===== config.mk =====
export PLATFORM = sky130hd
export DESIGN_NAME = async_fifo_rd_ctrl
export DESIGN_NICKNAME = d
export VERILOG_FILES = /design/src/rtl/async_fifo_pkg.sv /design/src/rtl/sync_ff.sv /design/src/rtl/async_fifo_rd_ctrl.sv
export SDC_FILE = /design/constraint.sdc
export NUM_CORES = 1
export LEC_CHECK = 0
export ABC_AREA = 1
export ABC_CLOCK_PERIOD_IN_PS = 1400
export BUFFER_PORTS_ARGS = -buffer_cell sky130_fd_sc_hd__buf_2
export CAP_MARGIN = 20
export CORE_ASPECT_RATIO = 1.4
export CORE_MARGIN = 2
export CORE_UTILIZATION = 32
export CTS_CLUSTER_SIZE = 8
export DETAILED_ROUTE_END_ITERATION = 10
export PLACE_DENSITY_LB_ADDON = 0.3
export REMOVE_ABC_BUFFERS = 1
export SLEW_MARGIN = 25
export SYNTH_ARGS = -nofsm -noshare
export SYNTH_HDL_FRONTEND = slang
export SYNTH_SLANG_ARGS = --single-unit

===== constraint.sdc =====
create_clock -name rd_clk -period 1.4 [get_ports rd_clk]
set_clock_uncertainty 0.2 [all_clocks]
set_input_delay 0.21 -clock rd_clk [delete_from_list [all_inputs] [get_ports rd_clk]]
set_output_delay 0.21 -clock rd_clk [all_outputs]
set_load 0.02 [all_outputs]

===== src/rtl/async_fifo_pkg.sv =====
// Shared types and pointer-code helpers for the asynchronous FIFO.
// Helpers work on zero-extended 32-bit values, so any pointer width up to 32 bits fits.
package async_fifo_pkg;

    localparam int PTR_MAX_W = 32;

    typedef logic [PTR_MAX_W-1:0] ptr_word_t;

    typedef enum logic {
        IDLE = 1'b0,
        HOLD = 1'b1
    } rd_state_e;

    function automatic ptr_word_t bin2gray(input ptr_word_t bin);
        return bin ^ (bin >> 1);
    endfunction

    function automatic ptr_word_t gray2bin(input ptr_word_t gray);
        ptr_word_t bin;
        bin[PTR_MAX_W-1] = gray[PTR_MAX_W-1];
        for (int i = PTR_MAX_W - 2; i >= 0; i--) begin
            bin[i] = bin[i+1] ^ gray[i];
        end
        return bin;
    endfunction

endpackage


===== src/rtl/sync_ff.sv =====
// Multi-flop synchronizer for a Gray-coded bus entering the clk domain.
module sync_ff #(
    parameter int WIDTH  = 5,
    parameter int STAGES = 2
) (
    input  logic             clk,
    input  logic             rst_n,
    input  logic [WIDTH-1:0] d,
    output logic [WIDTH-1:0] q
);

    logic [WIDTH-1:0] stage_q [STAGES];
    logic [WIDTH-1:0] stage_d [STAGES];

    always_comb begin
        stage_d[0] = d;
        for (int i = 1; i < STAGES; i++) begin
            stage_d[i] = stage_q[i-1];
        end
    end

    // NOTE: non-blocking assignments let every stage sample its predecessor's old value.
    always_ff @(posedge clk or negedge rst_n) begin
        if (!rst_n) begin
            for (int i = 0; i < STAGES; i++) begin
                stage_q[i] <= '0;
            end
        end else begin
            stage_q <= stage_d;
        end
    end

    assign q = stage_q[STAGES-1];

endmodule


===== src/rtl/async_fifo_rd_ctrl.sv =====
// Read-side controller of an async FIFO: write-pointer sync, empty flag, FWFT output register.
// Define ASYNC_FIFO_RD_LEVEL_EN to build the rd_level / almost_empty logic.
module async_fifo_rd_ctrl
    import async_fifo_pkg::*;
#(
    parameter int ADDR_WIDTH    = 4,
    parameter int DATA_WIDTH    = 8,
    parameter int SYNC_STAGES   = 2,
    parameter int AEMPTY_THRESH = 2
) (
    input  logic                  rd_clk,
    input  logic                  rst_n,
    input  logic [ADDR_WIDTH:0]   wr_ptr_gray,
    input  logic [ADDR_WIDTH:0]   rd_ptr_bin,
    input  logic [DATA_WIDTH-1:0] mem_rd_data,
    output logic                  rd_en,
    output logic [DATA_WIDTH-1:0] dout,
    output logic                  dout_valid,
    input  logic                  dout_ready,
    output logic                  fifo_empty,
    output logic [ADDR_WIDTH:0]   rd_level,
    output logic                  almost_empty
);

    localparam int PTR_W = ADDR_WIDTH + 1;

    if (SYNC_STAGES < 2 || AEMPTY_THRESH < 0) begin : g_bad_param
        $error("async_fifo_rd_ctrl: SYNC_STAGES must be >= 2 and AEMPTY_THRESH >= 0");
    end

    logic [PTR_W-1:0]      wr_ptr_sync;
    rd_state_e             state_q, state_d;
    logic [DATA_WIDTH-1:0] dout_q, dout_d;

    sync_ff #(
        .WIDTH (PTR_W),
        .STAGES(SYNC_STAGES)
    ) u_wr_ptr_sync (
        .clk  (rd_clk),
        .rst_n(rst_n),
        .d    (wr_ptr_gray),
        .q    (wr_ptr_sync)
    );

    assign fifo_empty = (ptr_word_t'(wr_ptr_sync) == bin2gray(ptr_word_t'(rd_ptr_bin)));

    // Gated by rst_n so a reset mid-transfer never pops the word it discards.
    assign rd_en = rst_n && !fifo_empty && (state_q == IDLE || dout_ready);

    // NOTE: defaults first so no path through the case leaves a value unassigned (no latch).
    always_comb begin
        state_d = state_q;
        dout_d  = dout_q;
        case (state_q)
            IDLE: begin
                if (rd_en) begin
                    dout_d  = mem_rd_data;
                    state_d = HOLD;
                end
            end
            HOLD: begin
                if (rd_en) begin
                    dout_d = mem_rd_data;
                end else if (dout_ready) begin
                    state_d = IDLE;
                end
            end
            default: state_d = IDLE;
        endcase
    end

    always_ff @(posedge rd_clk or negedge rst_n) begin
        if (!rst_n) begin
            state_q <= IDLE;
            dout_q  <= '0;
        end else begin
            state_q <= state_d;
            dout_q  <= dout_d;
        end
    end

    assign dout       = dout_q;
    assign dout_valid = (state_q == HOLD);

`ifdef ASYNC_FIFO_RD_LEVEL_EN
    localparam logic [PTR_W-1:0] AEMPTY_LVL = PTR_W'(AEMPTY_THRESH);

    // Modulo-2^PTR_W subtraction absorbs pointer wrap; a stale sync pointer only under-reports.
    assign rd_level     = PTR_W'(gray2bin(ptr_word_t'(wr_ptr_sync)) - ptr_word_t'(rd_ptr_bin));
    assign almost_empty = (rd_level <= AEMPTY_LVL);
`else
    assign rd_level     = '0;
    assign almost_empty = 1'b0;
`endif

endmodule

* Word level (Yosys, flattened, before mapping)
Index checks and enable logic that the tools add are counted.
** Cells by class
- Equality and inequality tests :: 1
- Muxes and demuxes :: 5
- Bitwise gates (word level) :: 2
- Reduce and logical (&&, ||, !) cells :: 4
** Operator list (count)
- $mux W8 :: 1
- $eq A5 B5 Y1 :: 1
- $xor A5 B4 Y5 :: 1
- $mux W1 :: 3
- $logic_and A1 B1 Y1 :: 2
- $pmux W1 S2 :: 1
- $logic_not A1 Y1 :: 1
- $logic_or A1 B1 Y1 :: 1
- $not A1 Y1 :: 1
** Word-level totals
- Bits in registers :: 19
- Input bits :: 21
- Output and inout bits :: 17
- Logic and storage cells :: 16

* Logic depth before layout (Yosys ltp)
Gate-level depths: netlist of the first run.
- Word-level depth :: 7
- Depth in mapped cells :: 10
- Mapped depth without buffers :: 10

* Hierarchy
From an unflattened synthesis of the first run, not the netlist that was laid out.
** Unflattened totals
- Cell total of the unflattened synthesis :: 97
- Area total of the unflattened synthesis :: 839.6 um2
** Modules (own cells, without submodules)
- async_fifo_rd_ctrl :: times used 1, cells an instance 87, area an instance 589.3 um2, sequential area each 225.2 um2
- sync_ff :: times used 1, cells an instance 10, area an instance 250.2 um2, sequential area each 250.2 um2

* Least setup slack after synthesis of the first run
No wires, ideal clock.
- Path type :: register -> output
- Start point :: register state_q (netlist: dout_valid)
- End point :: output port rd_en
- Data arrival time :: 1.040 ns
- Required time :: 0.990 ns
- Path slack :: -0.050 ns
- Cell stages (with the launch flop) :: 4
- Buffers on the path :: 0
- Cells stage by stage :: dfrtp_1 -> nand2_1 -> nand3_2 -> inv_1
** On the way
- Cells in the longest elaborated chain, start to end :: 3
** RTL lines
- from (decl) :: line async_fifo_rd_ctrl.sv:32 : rd_state_e state_q, state_d;
- from (signal assigned) :: line async_fifo_rd_ctrl.sv:77 : state_q <= state_d;
- $not A1 Y1
- $logic_or A1 B1 Y1 :: line async_fifo_rd_ctrl.sv:48 : assign rd_en = rst_n && !fifo_empty && (state_q == IDLE || dout_ready);
- $logic_and A1 B1 Y1 :: line async_fifo_rd_ctrl.sv:48
- to (decl) :: line async_fifo_rd_ctrl.sv:16 : output logic rd_en,
No other way between the ends.

* Worst setup path in the final report of the first run
- Start point :: register u_wr_ptr_sync.stage_q, in the netlist u_wr_ptr_sync.q[0]
- End point :: output port rd_en
** On the way
- Cells in the longest elaborated chain, start to end :: 4
** RTL lines
- from (decl) :: line sync_ff.sv:12 : logic [WIDTH-1:0] stage_q [STAGES];
- from (signal assigned) :: line sync_ff.sv:29 : stage_q <= stage_d;
- $eq A5 B5 Y1 :: line async_fifo_rd_ctrl.sv:45 : assign fifo_empty = (ptr_word_t'(wr_ptr_sync) == bin2gray(ptr_word_t'(rd_ptr_bin)));
- $logic_not A1 Y1 :: line async_fifo_rd_ctrl.sv:48
- $logic_and A1 B1 Y1 (2 in series) :: line async_fifo_rd_ctrl.sv:48
No other way between the ends.

==> results of run 1 <==
sequential cells by signal (all words and copies together) (netlist names):
register               count
dout                       8
u_wr_ptr_sync.q            5
u_wr_ptr_sync.stage_d      5
dout_valid                 1
logic make-up after synthesis:
logic type / share of synthesized area [%]
other cells: 0.4467
simple gates: 29.36
buf+inv: 12.52
xor+xnor: 1.043
flops: 56.63
area by class of cell:
class | count | area share (%)
clock buffers | 4 | 2.154
inverters | 12 | 3.692
multi-input cells | 63 | 23.18
flip-flops and latches | 19 | 38.97
well taps | 36 | 3.692
repair buffers | 50 | 28.31
through the flow:
step	hold WS (ps)	std cells	TNS, ps	power [mW]
2_1_floorplan	-285.6	94	-653.3	0.7840
3_3_place_gp	-13.77	166	-135.9	0.8950
3_5_place_dp	-8.646	166	-564.4	0.9038
4_1_cts	157.4	184	-1207	1.203
5_1_grt	166.4	184	-2488	1.284
6_report	154.0	184	-1036	1.190
metal layers:
layer / GRT usage, % / up-vias / share of wire [%]
met1: 14.72 / 341 / 41
met5: 0 / - / 0
met3: 2.507 / 2 / 5.2
met2: 20.27 / 21 / 52
met4: 7.292 / 0 / 1.3
li1: - / 391 / -
power by group through the flow:
| stage | Sequential, mW | Clock, mW | Combinational (mW) |
|---|---|---|---|
| floorplan | 0.683 | 0 | 0.101 |
| global placement | 0.634 | 0 | 0.261 |
| detailed placement | 0.637 | 0 | 0.266 |
| CTS | 0.626 | 0.273 | 0.304 |
| global route | 0.631 | 0.316 | 0.336 |
| finish | 0.626 | 0.260 | 0.305 |
path summary, 6_finish.rpt:
kind | startpoint | end | slack, ps | cells past startpoint
hold / removal | u_wr_ptr_sync.stage_d[4]$_DFF_PN0_ | u_wr_ptr_sync.q[4]$_DFF_PN0_ | 150 | 0
hold reg to reg | u_wr_ptr_sync.stage_d[4]$_DFF_PN0_ | u_wr_ptr_sync.q[4]$_DFF_PN0_ | 150 | 0
setup / recovery | u_wr_ptr_sync.q[0]$_DFF_PN0_ | rd_en | -340 | 10
max in group asynchronous | rst_n | u_wr_ptr_sync.stage_d[4]$_DFF_PN0_ | 380 | 4
min in group asynchronous | rst_n | dout[2]$_DFFE_PN0P_ | 210 | 3
setup reg to reg | u_wr_ptr_sync.q[0]$_DFF_PN0_ | dout[7]$_DFFE_PN0P_ | -60 | 11
Yosys cell counts:
cell | count | area (um^2)
nand3_1 | 6 | 30.03
dfrtp_1 | 19 | 475.5
xnor2_1 | 1 | 8.760
buf_4 | 6 | 45.04
inv_2 | 2 | 7.510
clkbuf_1 | 1 | 3.750
inv_1 | 10 | 37.54
buf_6 | 1 | 11.26
nand3_2 | 1 | 10.01
nor2_1 | 2 | 7.510
nand2_1 | 38 | 142.6
nand2_2 | 1 | 6.260
nand4_1 | 8 | 50.05
conb_1 | 1 | 3.750
what timing repair did:
action | in CTS | in global routing
endpoints found under the setup margin | 11 | 11
endpoints found under the hold margin | 32 | 0
resized for setup | 7 | 1
pin swaps | 5 | 0
hold buffers | 14 | 0
gates cloned | 0 | 0
worst max-delay path, delay by kind of cell, from the launching register on:
family | cells | cell delay (ps)
and+or+nand+nor | 7 | 450
DFF | 1 | 390
buffers and inverters | 3 | 210
==> results.toml, run 1 <==
[power]
p_clk_share_pct = 21.8
pwr-share-seq_pct = 52.6
p_leak_nw = 0.6902
p_int_uw = 838.4
p_per_area_nw_per_um2 = 975.7
switchingPower_uw = 351.8
ir_worst_vdd_mv = 0.5634
p_sw_share_pct = 29.56
p_comb_share_pct = 25.6

[setup_path]
cpPeakStageDelay_ps = 390
cp_cell_sequence = "inv_1 > nand2_1 > nand2_1 > nand2_1 > nand2_1 > nor2_2 > nand2_2 > nand3_2 > inv_2 > buf_6"
cp.required_ps = 990
cp_common_cell = "nand2_1"
cp-end-kind = "output pin"
cp_max_fo = 3
crit_path_start_kind = "flip-flop"
arrival_ps = 1330
crit_type = "reg2out"
cpMaxStageDelayCell = "dfrtp_1"

[finish]
nNetsFinal = 170
final_cell_area_um2 = 1220
fillers = 243
area_delta_synth_final_pct = 45.31
seq_area_um2 = 475.5
antenna_cells = 0
drive_above_1_share_pct = 31.76
multi_input_area_um2 = 282.8
final_cell_mix = "nand2_1 (37), buf_2 (29), dfrtp_1 (19)"
layout_commonest_cell = "nand2_1"
final_util_pct = 47.65

[global_route]
overflow = 0
grt.total_usage_pct = 12.60
grt_pass1_vias = 704
grt_pass1_wl_um = 2780
antenna_found_initial = 0
grt_max_degree = 18

[run]
maxCapViolCount = 0

[route]
wl_per_cell_um = 9.125
wl_um = 1679
first_pass_iters = 4
dr.first_iter.drc_count = 11
vias_per_cell = 4.103
vias = 755
drc = 0
drt.antenna.violating_nets = 0

[timing]
fin_crit_ps = 1745
finalCritPeriodShare_pct = 124.6
worst_slack_ps = -344.5
hold_violations = 0
rsz0062_at_grt = "true"
drv_slew = 0
setup_viol = 10
clock.fmax_ghz = 0.5732

[logic_synthesis]
ys_seq_elements = 19
yosysWarnings = 0
syn_area_um2 = 839.6
synth_cells = 97
syn_area_per_cell_um2 = 8.655
synth.distinct_cells = 14
seq_area_frac_synth_pct = 56.63

[floorplan]
dieArea_um2 = 3055
dieHeight_um = 64.61
core_um2 = 2560
rows = 22
initial_utilization_pct = 32.80
ios = 38
die_w_um = 47.29

[clock_tree]
root_buffer = "clkbuf_4"
cts_tree = "built"
cts_made_buffers = 3
cts_setup_buffers = 0
clkLatencyLatePin_ps = 280
clockBufferDepth = 2
cts_num_sinks = 19
path_clk_slew_ps = 90
h-tree-depth = 1

[min_path]
hold_path_class = "reg2reg"

[run_status]
status = "finished, violations left"
violations = "negative setup slack"

[placement]
globalplace.congestion = 0.6217
dp.final_hpwl_um = 1247
place_worst_setup_slack_ps = -81.73
placed_area_um2 = 1036
portBuffers = 31
No activity file was read; power rests on OpenSTA's default activity.
==> run 2, diff against run 1 <==
--- a/config.mk
+++ b/config.mk
@@ -6,7 +6,7 @@
 export NUM_CORES = 1
 export LEC_CHECK = 0
 export ABC_AREA = 1
-export ABC_CLOCK_PERIOD_IN_PS = 1400
+export ABC_CLOCK_PERIOD_IN_PS = 1750
 export BUFFER_PORTS_ARGS = -buffer_cell sky130_fd_sc_hd__buf_2
 export CAP_MARGIN = 20
 export CORE_ASPECT_RATIO = 1.4
==> constraint.sdc (replaced) <==
create_clock -name rd_clk -period 1.75 [get_ports rd_clk]
set_clock_uncertainty 0.2 [all_clocks]
set_input_delay 0.2625 -clock rd_clk [delete_from_list [all_inputs] [get_ports rd_clk]]
set_output_delay 0.2625 -clock rd_clk [all_outputs]
set_load 0.02 [all_outputs]
==> results.toml, run 2 (synthesis results as in run 1) <==
[clock_tree]
cts_num_sinks = 19
clockBufferDepth = 2
path_clk_slew_ps = 100
clkLatencyLatePin_ps = 290
h-tree-depth = 1
cts_made_buffers = 3
cts_tree = "built"
root_buffer = "clkbuf_4"

[route]
vias = 721
drc = 0
first_pass_iters = 4
wl_um = 1605
wl_per_cell_um = 9.119
drt.antenna.violating_nets = 0
dr.first_iter.drc_count = 15
vias_per_cell = 4.097

[power]
p_int_uw = 655.1
p_sw_share_pct = 30.32
p_per_area_nw_per_um2 = 824.0
ir_worst_vdd_mv = 0.4832
p_clk_share_pct = 22.5
finalPower_uw = 940.2
pwr-share-seq_pct = 53.2
p_comb_share_pct = 24.4
switchingPower_uw = 285.1
p_leak_nw = 0.6615

[global_route]
grt_pass1_wl_um = 2746
grt.total_usage_pct = 12.24
grt_pass1_vias = 693
grt_max_degree = 29
overflow = 0
antenna_found_initial = 0

[floorplan]
dieHeight_um = 64.61
dieArea_um2 = 3055
initial_utilization_pct = 32.80
ios = 38
core_um2 = 2560
rows = 22
die_w_um = 47.29

[finish]
antenna_cells = 0
layout_commonest_cell = "nand2_1"
final_cell_mix = "nand2_1 (37), buf_2 (29), dfrtp_1 (19)"
nNetsFinal = 162
area_delta_synth_final_pct = 35.92
fillers = 263
largest_reg_flops = 8
drive_above_1_share_pct = 33.57

[min_path]
hold_path_class = "in2reg"

[timing]
rsz0062_at_grt = "true"
worst_slack_ps = -21.09
drv_slew = 0
clock.fmax_ghz = 0.5646
setup_tns_ps = -21.09
hold_violations = 0
setup_viol = 1
finalCritPeriodShare_pct = 101.2
fin_crit_ps = 1771

[setup_path]
crit_path_start_kind = "flip-flop"
crit_type = "reg2out"
arrival_ps = 1310
cp.required_ps = 1290
cp_max_fo = 3
cp-end-kind = "output pin"

[run_status]
status = "finished, violations left"
violations = "negative setup slack"

[placement]
portBuffers = 31
dp.final_hpwl_um = 1225
globalplace.congestion = 0.6841
place_worst_setup_slack_ps = 95.03

[run]
maxCapViolCount = 0
[run 2: repair_timing]
| item | 4_1_cts | 5_1_grt |
|---|---|---|
| endpoints found under the setup margin | 2 | 8 |
| endpoints found under the hold margin | 24 | 0 |
| buffers inserted | 2 | 0 |
| hold buffers | 6 | 0 |
| gates resized for setup | 7 | 0 |
| gates cloned | 0 | 0 |
| pin swaps | 5 | 1 |
[run 2: power groups by stage]
stage	clock network (mW)	registers, mW	logic (mW)
after floorplan	0	0.547	0.0806
after global placement	0	0.507	0.207
after detailed placement	0	0.509	0.213
after CTS	0.222	0.500	0.233
after global routing	0.244	0.506	0.255
final	0.211	0.500	0.229
[run 2: path summary, 6_finish.rpt]
check                                                to  slack [ps]                          startpoint  depth (start not counted)
setup reg to reg                    dout[2]$_DFFE_PN0P_         250        u_wr_ptr_sync.q[4]$_DFF_PN0_                          8
min in group asynchronous           dout[1]$_DFFE_PN0P_         310                               rst_n                          3
hold reg to reg            u_wr_ptr_sync.q[2]$_DFF_PN0_         160  u_wr_ptr_sync.stage_d[2]$_DFF_PN0_                          0
hold / removal                      dout[3]$_DFFE_PN0P_          20                      mem_rd_data[3]                          3
max in group asynchronous  u_wr_ptr_sync.q[1]$_DFF_PN0_         810                               rst_n                          3
setup / recovery                                  rd_en         -20        u_wr_ptr_sync.q[4]$_DFF_PN0_                          7
[run 2: cell type report]
type | instances | area [um^2] | share of cell area, %
clock inverters | 1 | 5.005 | 0.4386
inverters | 12 | 45.04 | 3.947
clock buffers | 3 | 22.52 | 1.974
multi-input cells | 63 | 282.8 | 24.78
repair buffers | 42 | 265.3 | 23.25
well taps | 36 | 45.04 | 3.947
flip-flops and latches | 19 | 475.5 | 41.67
[run 2: critical path: stages (launching register included)]
cell and delay, ps:
dfrtp_1 380, xnor2_1 130, nand2_1 80, nor2_1 110, nand2_2 90, nand3_2 80
inv_2 40, buf_6 120
[run 2: layer usage]
metal | wire [um] | up-vias | share of wire (%) | track usage [%]
met3 | 80 | 2 | 5.0 | 2.507
met1 | 652 | 325 | 41 | 15.52
met2 | 854 | 19 | 53 | 19.43
met5 | 0 | - | 0 | 0
met4 | 17 | 0 | 1.1 | 5.208
li1 | - | 375 | - | -
[run 2: per-stage QoR]
| stage | hold slack (ps) | area [um^2] | util, % | instances |
|---|---|---|---|---|
| finish | 19.46 | 1141 | 44.57 | 176 |
| global route | 10.47 | 1141 | 44.57 | 176 |
| global placement | 87.31 | 1028 | 40.18 | 165 |
| detailed placement | 98.15 | 1028 | 40.18 | 165 |
| CTS | 11.41 | 1149 | 44.87 | 177 |
| floorplan | -233.1 | 798.3 | - | 94 |
==> run 3, diff against run 2 <==
--- a/config.mk
+++ b/config.mk
@@ -7,13 +7,13 @@
 export LEC_CHECK = 0
 export ABC_AREA = 1
 export ABC_CLOCK_PERIOD_IN_PS = 1750
-export BUFFER_PORTS_ARGS = -buffer_cell sky130_fd_sc_hd__buf_2
 export CAP_MARGIN = 20
 export CORE_ASPECT_RATIO = 1.4
 export CORE_MARGIN = 2
 export CORE_UTILIZATION = 32
 export CTS_CLUSTER_SIZE = 8
 export DETAILED_ROUTE_END_ITERATION = 10
+export DONT_BUFFER_PORTS = 1
 export PLACE_DENSITY_LB_ADDON = 0.3
 export REMOVE_ABC_BUFFERS = 1
 export SLEW_MARGIN = 25
==> results.toml, run 3 (synthesis results as in run 1) <==
[clock_tree]
cts_num_sinks = 19
cts_made_buffers = 3
root_buffer = "clkbuf_4"
path_clk_slew_ps = 100
cts_tree = "built"
clkLatencyLatePin_ps = 290
clockBufferDepth = 2
h-tree-depth = 1

[power]
p_sw_share_pct = 30.55
pwr-share-seq_pct = 60.2
ir_worst_vdd_mv = 0.4858
switchingPower_uw = 276.0
p_leak_nw = 0.5637
finalPower_uw = 903.4
p_clk_share_pct = 23.8
p_comb_share_pct = 16.0
p_int_uw = 627.4
p_per_area_nw_per_um2 = 855.5

[setup_path]
cp_cell_sequence = "inv_1 > nand2_1 > nand2_1 > nand2_1 > nand2_1 > nor2_1 > nand2_2 > nand3_2 > inv_2"
cp_common_cell = "nand2_1"
crit_family = "simple AND/OR/NAND/NOR gates"
rr_worst_depth = 11
cp-end-kind = "output pin"
cpPeakStageDelay_ps = 400
cpMaxStageDelayCell = "dfrtp_1"
cp-endpoint = "rd_en"
worstReg2RegStart = "u_wr_ptr_sync.q[0]$_DFF_PN0_"
cp_max_fo = 3
path_depth = 9
arrival_ps = 1270
r2r-end = "dout[1]$_DFFE_PN0P_"
cp.required_ps = 1290
crit_buf_inv = 2
rrSetupSlack_ps = 300
crit_type = "reg2out"
worstSetupStartpoint = "u_wr_ptr_sync.q[0]$_DFF_PN0_"
crit_path_start_kind = "flip-flop"

[timing]
setup_viol = 0
clock.fmax_ghz = 0.5771
rsz0062_at_grt = "true"
fin_crit_ps = 1733
setup_tns_ps = 0
drv_slew = 0
finalCritPeriodShare_pct = 99.02
hold_violations = 0

[floorplan]
ios = 38
initial_utilization_pct = 32.80
dieArea_um2 = 3055
die_w_um = 47.29
core_um2 = 2560
dieHeight_um = 64.61
rows = 22

[global_route]
antenna_found_initial = 0
grt_pass1_vias = 635
grt_max_degree = 30
overflow = 0
grt_pass1_wl_um = 2573
grt.total_usage_pct = 11.60

[placement]
placed_area_um2 = 865.8
globalplace.congestion = 0.6154
portBuffers = 0
dp.final_hpwl_um = 1187

[finish]
nNetsFinal = 138
final_cell_mix = "nand2_1 (37), dfrtp_1 (19), dlygate4sd3_1 (14)"
area_delta_synth_final_pct = 25.78
multi_input_area_um2 = 280.3
drive_above_1_share_pct = 12.93
layout_commonest_cell = "nand2_1"
fillers = 254
largest_reg_flops = 8
antenna_cells = 0
final_util_pct = 41.25
final_cell_area_um2 = 1056
seq_area_um2 = 475.5

[route]
first_pass_iters = 4
drt.antenna.violating_nets = 0
wl_per_cell_um = 10.89
drc = 0
wl_um = 1656
vias_per_cell = 4.296
vias = 653
dr.first_iter.drc_count = 20

[run]
maxCapViolCount = 0

[run_status]
status = "finished clean"

[min_path]
hold_path_class = "in2reg"
run 3: tightest hold or removal path: stages:
cell,delay (ps)
nand3_2,60
buf_4,150
nand2_1,50
nand2_1,50
run 3: metal layers:
layer,track usage [%],part of all wire [%],up-vias
met5,0,0,-
met4,5.208,0.91,0
met3,3.900,7.8,2
met2,18.75,51,20
met1,13.22,40,305
li1,-,-,326
run 3: worst min path at each step:
stage / from / endpoint / slack, ps / cells after the start
2_1_floorplan: rst_n / dout[0]$_DFFE_PN0P_ / -230 / 0
3_3_place_gp: rst_n / dout[1]$_DFFE_PN0P_ / -230 / 0
3_5_place_dp: rst_n / dout[7]$_DFFE_PN0P_ / -230 / 0
4_1_cts: rst_n / dout[7]$_DFFE_PN0P_ / -570 / 0
5_1_grt: rst_n / dout[7]$_DFFE_PN0P_ / 120 / 4
6_report: rst_n / dout[5]$_DFFE_PN0P_ / 120 / 4
run 3: layout make-up:
| class | instances | area share [%] |
|---|---|---|
| Timing Repair Buffer | 18 | 17.30 |
| Inverter | 12 | 4.265 |
| Multi-Input combinational cell | 63 | 26.54 |
| Clock buffer | 3 | 2.133 |
| Sequential cell | 19 | 45.02 |
| Clock inverter | 1 | 0.4739 |
| Tap cell | 36 | 4.265 |
run 3: power groups by stage:
stage	clock, mW	sequential [mW]	combinational, mW
after floorplan	0	0.547	0.0806
after global placement	0	0.553	0.0975
after detailed placement	0	0.554	0.102
after CTS	0.228	0.545	0.111
after global routing	0.246	0.549	0.166
final	0.215	0.544	0.144
run 3: repair_timing:
action / in CTS / in global routing
setup buffers: 0 / 0
gates cloned: 0 / 0
hold endpoints to repair: 33 / 28
hold buffers: 5 / 10
pin swaps: 0 / 1
gates resized for setup: 1 / 2
setup endpoints to repair: 2 / 2
run 3: per-stage QoR:
stage / hold slack [ps] / instances / setup WS, ps
final: 117.3 / 152 / 17.14
after global routing: 118.7 / 152 / -111.7
after CTS: -565.2 / 142 / -18.47
after detailed placement: -232.8 / 133 / 279.3
after global placement: -232.6 / 133 / 323.3
after floorplan: -233.1 / 94 / 92.27
